$ cat src/rtl/lcd_bcd_formatter.sv
// Sequential binary-to-ASCII decimal converter (shift-add-3) feeding the LCD text path.
// Define LEADING_ZERO_BLANK_EN to show leading zero digits as spaces in ascii_o.
module lcd_bcd_formatter #(
    parameter int         IN_BITS      = 8,
    parameter int         DIGITS       = 3,
    parameter logic [7:0] ASCII_OFFSET = 8'h30
) (
    input  logic                  clk,
    input  logic                  reset,
    input  logic                  start_i,
    input  logic [IN_BITS-1:0]    bin_i,
    output logic                  busy_o,
    output logic                  valid_o,
    output logic [DIGITS*4-1:0]   bcd_o,
    output logic [DIGITS*8-1:0]   ascii_o
);

    localparam int CNT_W = $clog2(IN_BITS) + 1;
    localparam logic [CNT_W-1:0] LAST_CNT = CNT_W'(IN_BITS - 1);

    typedef enum logic [1:0] {
        S_IDLE    = 2'd0,
        S_CONVERT = 2'd1,
        S_DONE    = 2'd2
    } state_t;

    state_t                state_q, state_d;
    logic [IN_BITS-1:0]    shift_q, shift_d;
    logic [DIGITS*4-1:0]   scratch_q, scratch_d, scratch_adj;
    logic [CNT_W-1:0]      cnt_q, cnt_d;
    logic                  valid_q, valid_d;
    logic [DIGITS*4-1:0]   bcd_q, bcd_d;
    logic [DIGITS*8-1:0]   ascii_q, ascii_d;
`ifdef LEADING_ZERO_BLANK_EN
    logic                  lead;
`endif

    always_ff @(posedge clk) begin
        if (reset) begin
            state_q   <= S_IDLE;
            shift_q   <= '0;
            scratch_q <= '0;
            cnt_q     <= '0;
            valid_q   <= 1'b0;
            bcd_q     <= '0;
            ascii_q   <= {DIGITS{ASCII_OFFSET}};
        end else begin
            state_q   <= state_d;
            shift_q   <= shift_d;
            scratch_q <= scratch_d;
            cnt_q     <= cnt_d;
            valid_q   <= valid_d;
            bcd_q     <= bcd_d;
            ascii_q   <= ascii_d;
        end
    end

    // Next state plus the conversion datapath that advances with it.
    always_comb begin
        state_d     = state_q;
        shift_d     = shift_q;
        scratch_d   = scratch_q;
        cnt_d       = cnt_q;
        scratch_adj = scratch_q;
        for (int i = 0; i < DIGITS; i++) begin
            if (scratch_q[4*i +: 4] >= 4'd5) begin
                scratch_adj[4*i +: 4] = scratch_q[4*i +: 4] + 4'd3;
            end
        end
        case (state_q)
            S_IDLE: begin
                if (start_i) begin
                    shift_d   = bin_i;
                    scratch_d = '0;
                    cnt_d     = '0;
                    state_d   = S_CONVERT;
                end
            end
            S_CONVERT: begin
                // Bit shifted out of the top digit is always zero given the DIGITS sizing.
                {scratch_d, shift_d} = {scratch_adj, shift_q} << 1;
                cnt_d = cnt_q + CNT_W'(1);
                if (cnt_q == LAST_CNT) begin
                    state_d = S_DONE;
                end
            end
            S_DONE: begin
                state_d = S_IDLE;
            end
            default: begin
                state_d = S_IDLE;
            end
        endcase
    end

    always_comb begin
        busy_o  = (state_q == S_CONVERT);
        valid_d = 1'b0;
        bcd_d   = bcd_q;
        ascii_d = ascii_q;
`ifdef LEADING_ZERO_BLANK_EN
        lead    = 1'b1;
`endif
        if (state_q == S_DONE) begin
            valid_d = 1'b1;
            bcd_d   = scratch_q;
            for (int i = DIGITS - 1; i >= 0; i--) begin
`ifdef LEADING_ZERO_BLANK_EN
                if (lead && (i != 0) && (scratch_q[4*i +: 4] == 4'd0)) begin
                    ascii_d[8*i +: 8] = 8'h20;
                end else begin
                    lead              = 1'b0;
                    ascii_d[8*i +: 8] = ASCII_OFFSET + {4'b0000, scratch_q[4*i +: 4]};
                end
`else
                ascii_d[8*i +: 8] = ASCII_OFFSET + {4'b0000, scratch_q[4*i +: 4]};
`endif
            end
        end
    end

    assign valid_o = valid_q;
    assign bcd_o   = bcd_q;
    assign ascii_o = ascii_q;

endmodule

$ cat config.mk
export PLATFORM = sky130hd
export DESIGN_NAME = lcd_bcd_formatter
export DESIGN_NICKNAME = d
export VERILOG_FILES = /design/src/rtl/lcd_bcd_formatter.sv
export SDC_FILE = /design/constraint.sdc
export NUM_CORES = 1
export LEC_CHECK = 0
export CAP_MARGIN = 10
export CORE_ASPECT_RATIO = 1.5
export CORE_MARGIN = 2
export CORE_UTILIZATION = 40
export CTS_BUF_LIST = sky130_fd_sc_hd__clkbuf_4 sky130_fd_sc_hd__clkbuf_8
export DETAILED_ROUTE_END_ITERATION = 10
export GPL_TIMING_DRIVEN = 0
export PLACE_DENSITY = 0.71
export SLEW_MARGIN = 10
export SYNTH_ARGS = -nofsm -noshare
export SYNTH_HDL_FRONTEND = slang
export SYNTH_SLANG_ARGS = --single-unit
export TNS_END_PERCENT = 1
$ cat constraint.sdc
create_clock -name clk -period 2.5 [get_ports clk]
set_input_delay 0.5 -clock clk [delete_from_list [all_inputs] [get_ports clk]]
set_output_delay 0.5 -clock clk [all_outputs]
set_load 0.02 [all_outputs]
==> results.tsv, run 1 <==
stage	metric	value	unit
critical_path	Critical Path Max Stage Delay	0.64	ns
timing	Final setup viols	0	
route	Routed WL per cell	10.5	um
cts	Post-CTS Setup Inserts	0	
critical_path	cell family with most CP delay	buffers and inverters	
critical_path	crit path launch type	register	
timing	Achievable Freq	437	MHz
yosys	top cell type's share of synthesized area	40.9	%
cts	clock slew at reported path FFs	0.08	ns
critical_path	Worst EP required	2.00	ns
critical_path	worst-path cell chain	nand2b_1 -> buf_2 -> inv_1 -> clkdlybuf4s50_1	
critical_path	Critical Path Fanout Max	9	
timing	RSZ-0062 raised after global routing	false	
critical_path	Crit path buffers/inverters	3	
timing	fin. max-slew vios	0	
cells_and_area	share of layout cells above drive strength 1	15.7	%
floorplanning	Core Region	4540	um^2
critical_path	critical path's slowest cell	clkdlybuf4s50_1	
route	Vias	1606	
floorplanning	Starting Density	42.0	%
cts	CTS Hold Bufs	0	
cells_and_area	layout filler cell count	463	
yosys	synth top area cells	dfxtp_1 41%, buf_4 9.8%, a21oi_1 7.1%, nor2_1 5.3%, nand2_1 5.1%	
floorplanning	Top-Level Pins	49	
status	run status	finished, final reports clean	
worst_hold_path	Hold WC Path Type	reg2reg	
yosys	Mapped Cells	234	
cts	maximum buffer depth of the clock tree	2	
global_route	initial antenna violation count	0	
critical_path	Crit Path Category	reg2out	
placed_design	DP HPWL	2690	um
power_and_ir_drop	Leak	1.02	nW
yosys	register area share after synthesis	40.9	%
yosys	syn_area_per_cell	8.15	um^2
route	Detailed Routing Iterations Pass 1	4	
yosys	synth warn	0	
cts	H-tree levels	2	
timing	final period utilization	91.5	%
route	Post-route DRC	0	
floorplanning	die area	5350	um^2
timing	Worst Max-Slew Pin Slew	0.514	ns
global_route	Overflow after GRT	0	
global_route	largest net degree at the start of global routing	13	
timing	setup TNS after final layout	0	ns
cells_and_area	Area Growth Syn to Fin	30.7	%
placed_design	Cell Area, Placed	2370	um^2
floorplanning	Die Span X	60.4	um
cts	Post-CTS Resized	0	
timing	Clock Skew	0.00384	ns
critical_path	arrival time worst endpoint	1.79	ns
route	Routed Antenna Nets	0	
route	Detailed Route WL	3700	um
placed_design	routability cong.	0.817	
timing	Relative slew margins	65.7	%
power_and_ir_drop	total chip power	1.32	mW
route	DR vias/cell	4.58	
power_and_ir_drop	VDD IR-drop max	0.367	mV
placed_design	port bufs	35	
cells_and_area	final instance area	2490	um^2
cts	clk_lat worst skew	0.30	ns
cts	cts bufs inserted	5	
cts	Clock Tree Root	clkbuf_8	
yosys	count of cell types in the netlist	31	
yosys	Yosys reg bits	39	
floorplanning	Rows	30	
cells_and_area	NumNets Final	304	
yosys	leading area contributor after synthesis	dfxtp_1	
critical_path	Crit. End Element	primary output	
power_and_ir_drop	PD cells	529	nW/um^2
cells_and_area	# diodes	0	
placed_design	Setup WS pre-CTS	0.505	ns
timing	final hold vios	0	
cts	CTS tree	built	
timing	final worst setup slack	0.213	ns
floorplanning	DIE HEIGHT	88.6	um
timing	crit path time final	2.29	ns
global_route	global-route wire length before repair	6200	um
job	Max Cap Viol	0	
cts	CTS sink cnt	39	
global_route	number of global-route vias before repair	1459	
route	Iter 0 DRT Violations	20	
global_route	GR Util All Layers	15.3	%
yosys	Post-Syn Area	1910	um^2
[path summary, 6_finish.rpt]
check	slack, ns	startpoint	endpoint	cells after the start
setup / recovery	0.21	state_q[1]	busy_o	4
hold / removal	0.46	scratch_q[11]	ascii_o[19]	2
setup reg to reg	0.98	scratch_q[5]	scratch_q[6]	6
hold reg to reg	0.46	scratch_q[11]	ascii_o[19]	2
[cells in the final DEF (no fill, tap or decap)]
master,instances
dfxtp_1,39
clkdlybuf4s50_1,35
nor2_1,27
a21oi_1,27
nand2_1,26
buf_4,25
conb_1,12
a22o_1,10
inv_1,9
buf_2,8
nor3_1,8
ha_1,7
o21ai_0,6
clkbuf_8,6
nand2b_1,5
nand3_1,5
nor2b_1,5
nor2_2,3
xnor2_1,3
mux2i_1,3
a211oi_1,3
xor2_1,2
or2_1,1
buf_1,1
nand3b_1,1
nor4_1,1
o221a_2,1
or3_1,1
clkbuf_1,1
a31oi_1,1
and2b_1,1
nor3b_1,1
a32oi_1,1
clkinv_2,1
bufinv_16,1
[cells by family after synthesis]
kind of cell	synth area share [%]
AO/OA/AOI/OAI	15.8
XOR/XNOR	2.30
adder cells (fa/ha/maj)	4.59
buffers and inverters	14.1
flip-flops	40.9
multiplexers	1.57
other	0.394
AND/OR/NAND/NOR	20.3
[synth_stat cells]
cell type  instances
a31oi_1            1
a32oi_1            1
buf_1              1
conb_1             2
xnor2_1            3
ha_1               7
nand3b_1           1
dfxtp_1           39
nor2b_1            5
nor2_1            27
mux2i_1            3
or2_1              1
or3_1              1
nand3_1            5
nor4_1             1
nor3_1             8
buf_2              8
inv_1              9
a21oi_1           27
a211oi_1           3
o221a_2            1
buf_4             25
clkbuf_1           1
nand2_1           26
nor3b_1            1
xor2_1             2
and2b_1            1
o21ai_0            6
a22o_1            10
nor2_2             3
nand2b_1           5
[registers in the layout, summed over array words and instances (netlist names)]
register,flops
ascii_o,12
cnt_q,4
scratch_q,12
shift_q,8
state_q,2
valid_o,1
[worst reg2reg max path, stage by stage, from the launching register on]
cell,delay (ns)
dfxtp_1,0.37
inv_1,0.09
ha_1,0.18
nand2b_1,0.14
a21oi_1,0.31
mux2i_1,0.12
a22o_1,0.20
[layout make-up]
class,instances,area (um^2),area share (%)
buffer,35,235,9.44
tap,64,80.1,3.21
timing repair buffer,35,350,14.1
sequential,39,781,31.3
clock buffer,6,82.6,3.31
inverter,9,33.8,1.36
clock inverter,2,35.0,1.41
multi-input combinational,161,895,35.9
[layer usage]
metal  track usage, %  up-vias  wire (um)  share of wire, %
met2             27.5       39       1880                51
met5                0        -          0                 0
li1                 -      843          -                 -
met3             3.95        7        155               4.2
met1             16.5      717       1590                43
met4             6.67        0         71               1.9
[power breakdown]
| part | internal, mW | leakage, nW | switching (mW) |
|---|---|---|---|
| clock network | 0.323 | 0.0612 | 0.222 |
| logic | 0.0562 | 0.645 | 0.0738 |
| registers | 0.636 | 0.317 | 0.00889 |
[per-stage QoR]
stage / utilization, % / hold slack (ns) / std cells
2_1_floorplan: - / 0.437 / 244
4_1_cts: 54.9 / 0.464 / 351
3_5_place_dp: 52.3 / 0.457 / 343
3_3_place_gp: 52.3 / 0.457 / 343
6_report: 54.9 / 0.457 / 351
5_1_grt: 54.9 / 0.477 / 351
(Power assumes the default switching activity.)
==> run 2, diff against run 1 <==
--- a/config.mk
+++ b/config.mk
@@ -12,7 +12,7 @@
 export CTS_BUF_LIST = sky130_fd_sc_hd__clkbuf_4 sky130_fd_sc_hd__clkbuf_8
 export DETAILED_ROUTE_END_ITERATION = 10
 export GPL_TIMING_DRIVEN = 0
-export PLACE_DENSITY = 0.71
+export PLACE_DENSITY = 0.74
 export SLEW_MARGIN = 10
 export SYNTH_ARGS = -nofsm -noshare
 export SYNTH_HDL_FRONTEND = slang
==> constraint.sdc (replaced) <==
create_clock -name clk -period 1.9 [get_ports clk]
set_input_delay 0.38 -clock clk [delete_from_list [all_inputs] [get_ports clk]]
set_output_delay 0.38 -clock clk [all_outputs]
set_load 0.02 [all_outputs]
==> run 2 against run 1 <==
Largest power group unchanged. Global-route usage down 0.37 points. Register-to-register slack worse by 0.59 ns. Non-clock buffer count stayed put. First-iteration DRC count grew 25%. Sequential share of layout area is 0.46 points higher.
==> results.tsv, run 2 (synthesized netlist as in run 1, its figures left out) <==
stage	metric	value	unit	change
critical_path	reg-to-reg startpoint	scratch_q[1]		
critical_path	Critical Path Fanout Max	3		-6
placed_design	Cell Area, Placed	2370	um^2	unchanged
critical_path	arrival time worst endpoint	1.34	ns	-0.45 ns
critical_path	Worst EP required	1.52	ns	-0.48 ns
route	DR vias/cell	4.67		+2.0%
cts	CTS Hold Bufs	0		unchanged
cts	clk_lat worst skew	0.29	ns	about the same
global_route	largest net degree at the start of global routing	13		unchanged
floorplanning	Core Region	4540	um^2	unchanged
route	Vias	1638		+2.0%
power_and_ir_drop	VDD IR-drop max	0.411	mV	+12%
placed_design	routability cong.	0.784		-4.0%
cts	CTS tree	built		
cells_and_area	most frequent cells in the layout	39 x dfxtp_1, 34 x clkdlybuf4s50_1, 27 x nor2_1, 27 x a21oi_1		
timing	fin. max-slew vios	0		unchanged
power_and_ir_drop	Reg power frac	54.6	%	+5.7 points
cells_and_area	Util after Layout	54.1	%	-0.80 points
timing	Achievable Freq	582	MHz	
cells_and_area	final instance area	2460	um^2	-1.5%
floorplanning	DIE HEIGHT	88.6	um	unchanged
route	Routed Antenna Nets	0		unchanged
critical_path	Crit. End Element	primary output		
worst_hold_path	Worst Hold Endpoint	ascii_o[19]		
status	run status	finished, final reports clean		
power_and_ir_drop	Net Sw Power	0.394	mW	+29%
timing	crit path time final	1.72	ns	
route	Detailed Routing Iterations Pass 1	7		+3
job	Max Cap Viol	0		unchanged
cts	clock slew at reported path FFs	0.08	ns	about the same
cts	Clock Tree Root	clkbuf_8		
cells_and_area	leading cell type in the layout, fill and taps excluded	dfxtp_1		
cells_and_area	# diodes	0		unchanged
floorplanning	die area	5350	um^2	unchanged
cts	cts bufs inserted	5		unchanged
route	Detailed Route WL	3730	um	+0.78%
critical_path	Crit Path Category	reg2out		
route	Iter 0 DRT Violations	25		+25%
cts	Post-CTS Setup Inserts	0		unchanged
worst_hold_path	cell depth of the worst min-delay path	2		unchanged
timing	final period utilization	90.4	%	
global_route	Overflow after GRT	0		unchanged
floorplanning	Die Span X	60.4	um	unchanged
cells_and_area	NumNets Final	304		unchanged
timing	Relative slew margins	64.1	%	-1.7 points
global_route	initial antenna violation count	0		unchanged
timing	Hold WS	0.462	ns	+0.00524 ns
cts	Post-CTS Resized	2		+2
timing	RSZ-0062 raised after global routing	false		
timing	Final setup viols	0		unchanged
cells_and_area	share of layout cells above drive strength 1	16.0	%	+0.35 points
critical_path	worst reg2reg path depth	6		unchanged
cts	CTS sink cnt	39		unchanged
power_and_ir_drop	clock group share of total power	34.3	%	-7.0 points
worst_hold_path	Hold WC Path Type	reg2reg		
route	Post-route DRC	0		unchanged
timing	Clock Skew	0.00537	ns	+0.00153 ns
timing	Worst Max-Slew Pin Slew	0.539	ns	+0.0249 ns
placed_design	Setup WS pre-CTS	0.0367	ns	-0.468 ns
global_route	global-route wire length before repair	6130	um	-1.1%
critical_path	Reg-to-Reg End	scratch_q[2]		
cells_and_area	Area Growth Syn to Fin	28.8	%	
timing	setup TNS after final layout	0	ns	unchanged
route	Routed WL per cell	10.6	um	+0.78%
worst_hold_path	hold_sp	scratch_q[11]		
power_and_ir_drop	switch share	25.3	%	+2.3 points
placed_design	port bufs	35		unchanged
power_and_ir_drop	logic gate share of total power	11.1	%	+1.3 points
global_route	number of global-route vias before repair	1436		-1.6%
power_and_ir_drop	Cell Int Power	1.16	mW	+14%
timing	final hold vios	0		unchanged
placed_design	DP HPWL	2720	um	+0.92%
cts	H-tree levels	2		unchanged
power_and_ir_drop	PD cells	633	nW/um^2	+20%
global_route	GR Util All Layers	15.0	%	-0.37 points
timing	final worst setup slack	0.182	ns	-0.0307 ns
floorplanning	Top-Level Pins	49		unchanged
critical_path	crit path launch type	register		
critical_path	R2R setup slack	0.39	ns	-0.59 ns
floorplanning	Rows	30		unchanged
cts	maximum buffer depth of the clock tree	2		unchanged
power_and_ir_drop	Leak	1.01	nW	-1.1%
floorplanning	Starting Density	42.0	%	unchanged
-- run 2: cell count changes in the layout (fill, tap and decap cells not counted) --
| cell | before | now |
|---|---|---|
| clkbuf_2 | 0 | 1 |
| clkdlybuf4s50_1 | 35 | 34 |
| bufinv_16 | 1 | 0 |
| clkbuf_8 | 6 | 5 |
| clkinv_2 | 1 | 3 |
| buf_4 | 25 | 26 |
| buf_2 | 8 | 7 |
-- run 2: power groups by stage --
| stage | clock network, mW | registers, mW | logic [mW] |
|---|---|---|---|
| final | 0.533 | 0.849 | 0.172 |
| after global routing | 0.583 | 0.852 | 0.192 |
| after CTS | 0.548 | 0.849 | 0.172 |
| after detailed placement | 0 | 0.868 | 0.172 |
| after global placement | 0 | 0.867 | 0.168 |
| after floorplan | 0 | 0.865 | 0.126 |
-- run 2: worst max path at each step --
stage | from | to | cells past startpoint
3_5_place_dp | reset | shift_q[0] | 4
5_1_grt | state_q[1] | busy_o | 4
2_1_floorplan | scratch_q[1] | scratch_q[2] | 6
4_1_cts | state_q[1] | busy_o | 4
6_report | ascii_o[18] | bcd_o[10] | 2
3_3_place_gp | state_q[1] | busy_o | 4
-- run 2: per-layer routing --
metal	share of wire [%]	vias to the layer above	track usage, %
met5	0	-	0
met4	1.2	0	5.25
met3	4.2	5	3.95
met2	52	43	27.7
met1	43	743	15.9
li1	-	847	-
-- run 2: area by class of cell --
cell class              count  area (um^2)
inverters                   9         33.8
fillers                   435         2090
clock inverters             3         15.0
repair buffers             35          345
flip-flops and latches     39          781
clock buffers               5         68.8
multi-input cells         161          895
well taps                  64         80.1
plain buffers              35          238
-- run 2: critical path: stages, from the launching register on --
cell and delay [ns]:
dfxtp_1 0.35, buf_4 0.11, clkdlybuf4s50_1 0.59
-- run 2: per-stage QoR --
| step | std cells | total power [mW] |
|---|---|---|
| floorplan | 244 | 0.991 |
| global placement | 343 | 1.04 |
| detailed placement | 343 | 1.04 |
| CTS | 351 | 1.57 |
| global route | 351 | 1.63 |
| finish | 351 | 1.55 |
==> run 3, diff against run 2 <==
--- a/config.mk
+++ b/config.mk
@@ -13,6 +13,7 @@
 export DETAILED_ROUTE_END_ITERATION = 10
 export GPL_TIMING_DRIVEN = 0
 export PLACE_DENSITY = 0.74
+export SKIP_CTS_REPAIR_TIMING = 1
 export SLEW_MARGIN = 10
 export SYNTH_ARGS = -nofsm -noshare
 export SYNTH_HDL_FRONTEND = slang
==> run 3 against run 2 <==
First-iteration DRC count rose by 8.0%. Power barely moved. Sequential share of layout area did not move. Fmax fell by 0.11%. Cell count did not move. Largest power group unchanged.
==> results.tsv, run 3 (synthesized netlist as in run 1, its figures left out) <==
stage	metric	value	unit	change
critical_path	Crit Path Category	reg2out		
critical_path	worst-path cell chain	nand2b_1 -> clkbuf_4 -> inv_1 -> clkbuf_2		
cts	maximum buffer depth of the clock tree	2		unchanged
route	Vias	1634		-0.24%
placed_design	Setup WS pre-CTS	0.0367	ns	unchanged
timing	Clock Skew	0.00537	ns	-0.0000000300 ns
floorplanning	Rows	30		unchanged
job	Max Cap Viol	0		unchanged
route	Detailed Routing Iterations Pass 1	7		unchanged
cells_and_area	Util after Layout	54.1	%	unchanged
critical_path	cell family with most CP delay	buffers and inverters		
cells_and_area	most frequent cells in the layout	39 x dfxtp_1, 34 x clkdlybuf4s50_1, 27 x nor2_1, 27 x a21oi_1, 26 x nand2_1		
global_route	GR Util All Layers	14.9	%	-0.029 points
route	Iter 0 DRT Violations	27		+8.0%
route	Detailed Route WL	3710	um	-0.46%
route	Post-route DRC	0		unchanged
timing	final period utilization	90.5	%	+0.099 points
global_route	Overflow after GRT	0		unchanged
cts	CTS tree	built		
timing	fin. max-slew vios	0		unchanged
timing	final hold vios	0		unchanged
critical_path	Crit. End Element	primary output		
floorplanning	die area	5350	um^2	unchanged
cells_and_area	NumNets Final	304		unchanged
cells_and_area	Area Growth Syn to Fin	28.8	%	unchanged
placed_design	DP HPWL	2720	um	unchanged
critical_path	Crit path buffers/inverters	3		+1
placed_design	routability cong.	0.784		unchanged
route	Routed WL per cell	10.6	um	-0.46%
timing	Hold WS	0.462	ns	+0.000102 ns
status	run status	finished, final reports clean		
global_route	largest net degree at the start of global routing	13		unchanged
cts	clock slew at reported path FFs	0.08	ns	about the same
timing	crit path time final	1.72	ns	+0.00189 ns
critical_path	crit path launch type	register		
timing	Final setup viols	0		unchanged
timing	Relative slew margins	64.0	%	about the same
floorplanning	Die Span X	60.4	um	unchanged
floorplanning	Core Region	4540	um^2	unchanged
global_route	number of global-route vias before repair	1433		-0.21%
timing	Achievable Freq	582	MHz	-0.11%
timing	Worst Max-Slew Pin Slew	0.539	ns	+0.000447 ns
critical_path	critical path's slowest cell	dfxtp_1		
cts	cts bufs inserted	5		unchanged
power_and_ir_drop	PD cells	633	nW/um^2	about the same
cts	H-tree levels	2		unchanged
global_route	global-route wire length before repair	6130	um	-0.11%
floorplanning	DIE HEIGHT	88.6	um	unchanged
critical_path	Worst EP required	1.52	ns	about the same
power_and_ir_drop	total chip power	1.55	mW	about the same
timing	final worst setup slack	0.180	ns	-0.00189 ns
critical_path	arrival time worst endpoint	1.34	ns	about the same
cells_and_area	# diodes	0		unchanged
cells_and_area	leading cell type in the layout, fill and taps excluded	dfxtp_1		
timing	RSZ-0062 raised after global routing	false		
power_and_ir_drop	VDD IR-drop max	0.411	mV	about the same
critical_path	Critical Path Fanout Max	9		+6
placed_design	port bufs	35		unchanged
floorplanning	Starting Density	42.0	%	unchanged
global_route	initial antenna violation count	0		unchanged
floorplanning	Top-Level Pins	49		unchanged
power_and_ir_drop	Leak	1.01	nW	about the same
route	DR vias/cell	4.66		-0.24%
route	Routed Antenna Nets	0		unchanged
cells_and_area	share of layout cells above drive strength 1	16.0	%	unchanged
cts	CTS sink cnt	39		unchanged
cts	Clock Tree Root	clkbuf_8		
worst_hold_path	Hold WC Path Type	reg2reg		
critical_path	Critical Path Max Stage Delay	0.35	ns	-0.24 ns
cts	clk_lat worst skew	0.29	ns	about the same
## run 3: path summary, 6_finish.rpt
check / start / endpoint / slack [ns] / cells past startpoint
worst max-delay path: state_q[1] / busy_o / 0.18 / 4
worst min-delay path: scratch_q[11] / ascii_o[19] / 0.46 / 2
worst max register to register: scratch_q[1] / scratch_q[2] / 0.39 / 6
worst min register to register: scratch_q[11] / ascii_o[19] / 0.46 / 2
## run 3: metal layers
metal,routed length (um),GRT usage [%],part of all wire [%],up-vias
met1,1620,15.9,44,746
met4,46,5.25,1.2,0
met3,138,3.95,3.7,5
li1,-,-,-,846
met5,0,0,0,-
met2,1910,27.6,51,37
## run 3: per-stage QoR
step | area [um^2] | TNS [ns] | instances
floorplan | 1940 | 0 | 244
global placement | 2370 | 0 | 343
detailed placement | 2370 | 0 | 343
CTS | 2460 | -0.286 | 351
global route | 2460 | 0 | 351
finish | 2460 | 0 | 351
## run 3: final cells by class
| cell class | instances | area (um^2) |
|---|---|---|
| Tap cell | 64 | 80.1 |
| Sequential cell | 39 | 781 |
| Inverter | 9 | 33.8 |
| Fill cell | 435 | 2090 |
| Timing Repair Buffer | 35 | 345 |
| Multi-Input combinational cell | 161 | 895 |
| Clock inverter | 3 | 15.0 |
| Clock buffer | 5 | 68.8 |
| Buffer | 35 | 238 |
## run 3: tightest hold or removal path, stage by stage (launching register included)
cell and delay, ns:
dfxtp_1 0.32, nand2_1 0.05, a21oi_1 0.05
## run 3: power breakdown
group | switching, mW | total, mW | internal (mW) | leakage (nW)
clock | 0.282 | 0.533 | 0.251 | 0.0477
sequential | 0.0123 | 0.849 | 0.837 | 0.317
combinational | 0.0986 | 0.172 | 0.0731 | 0.647
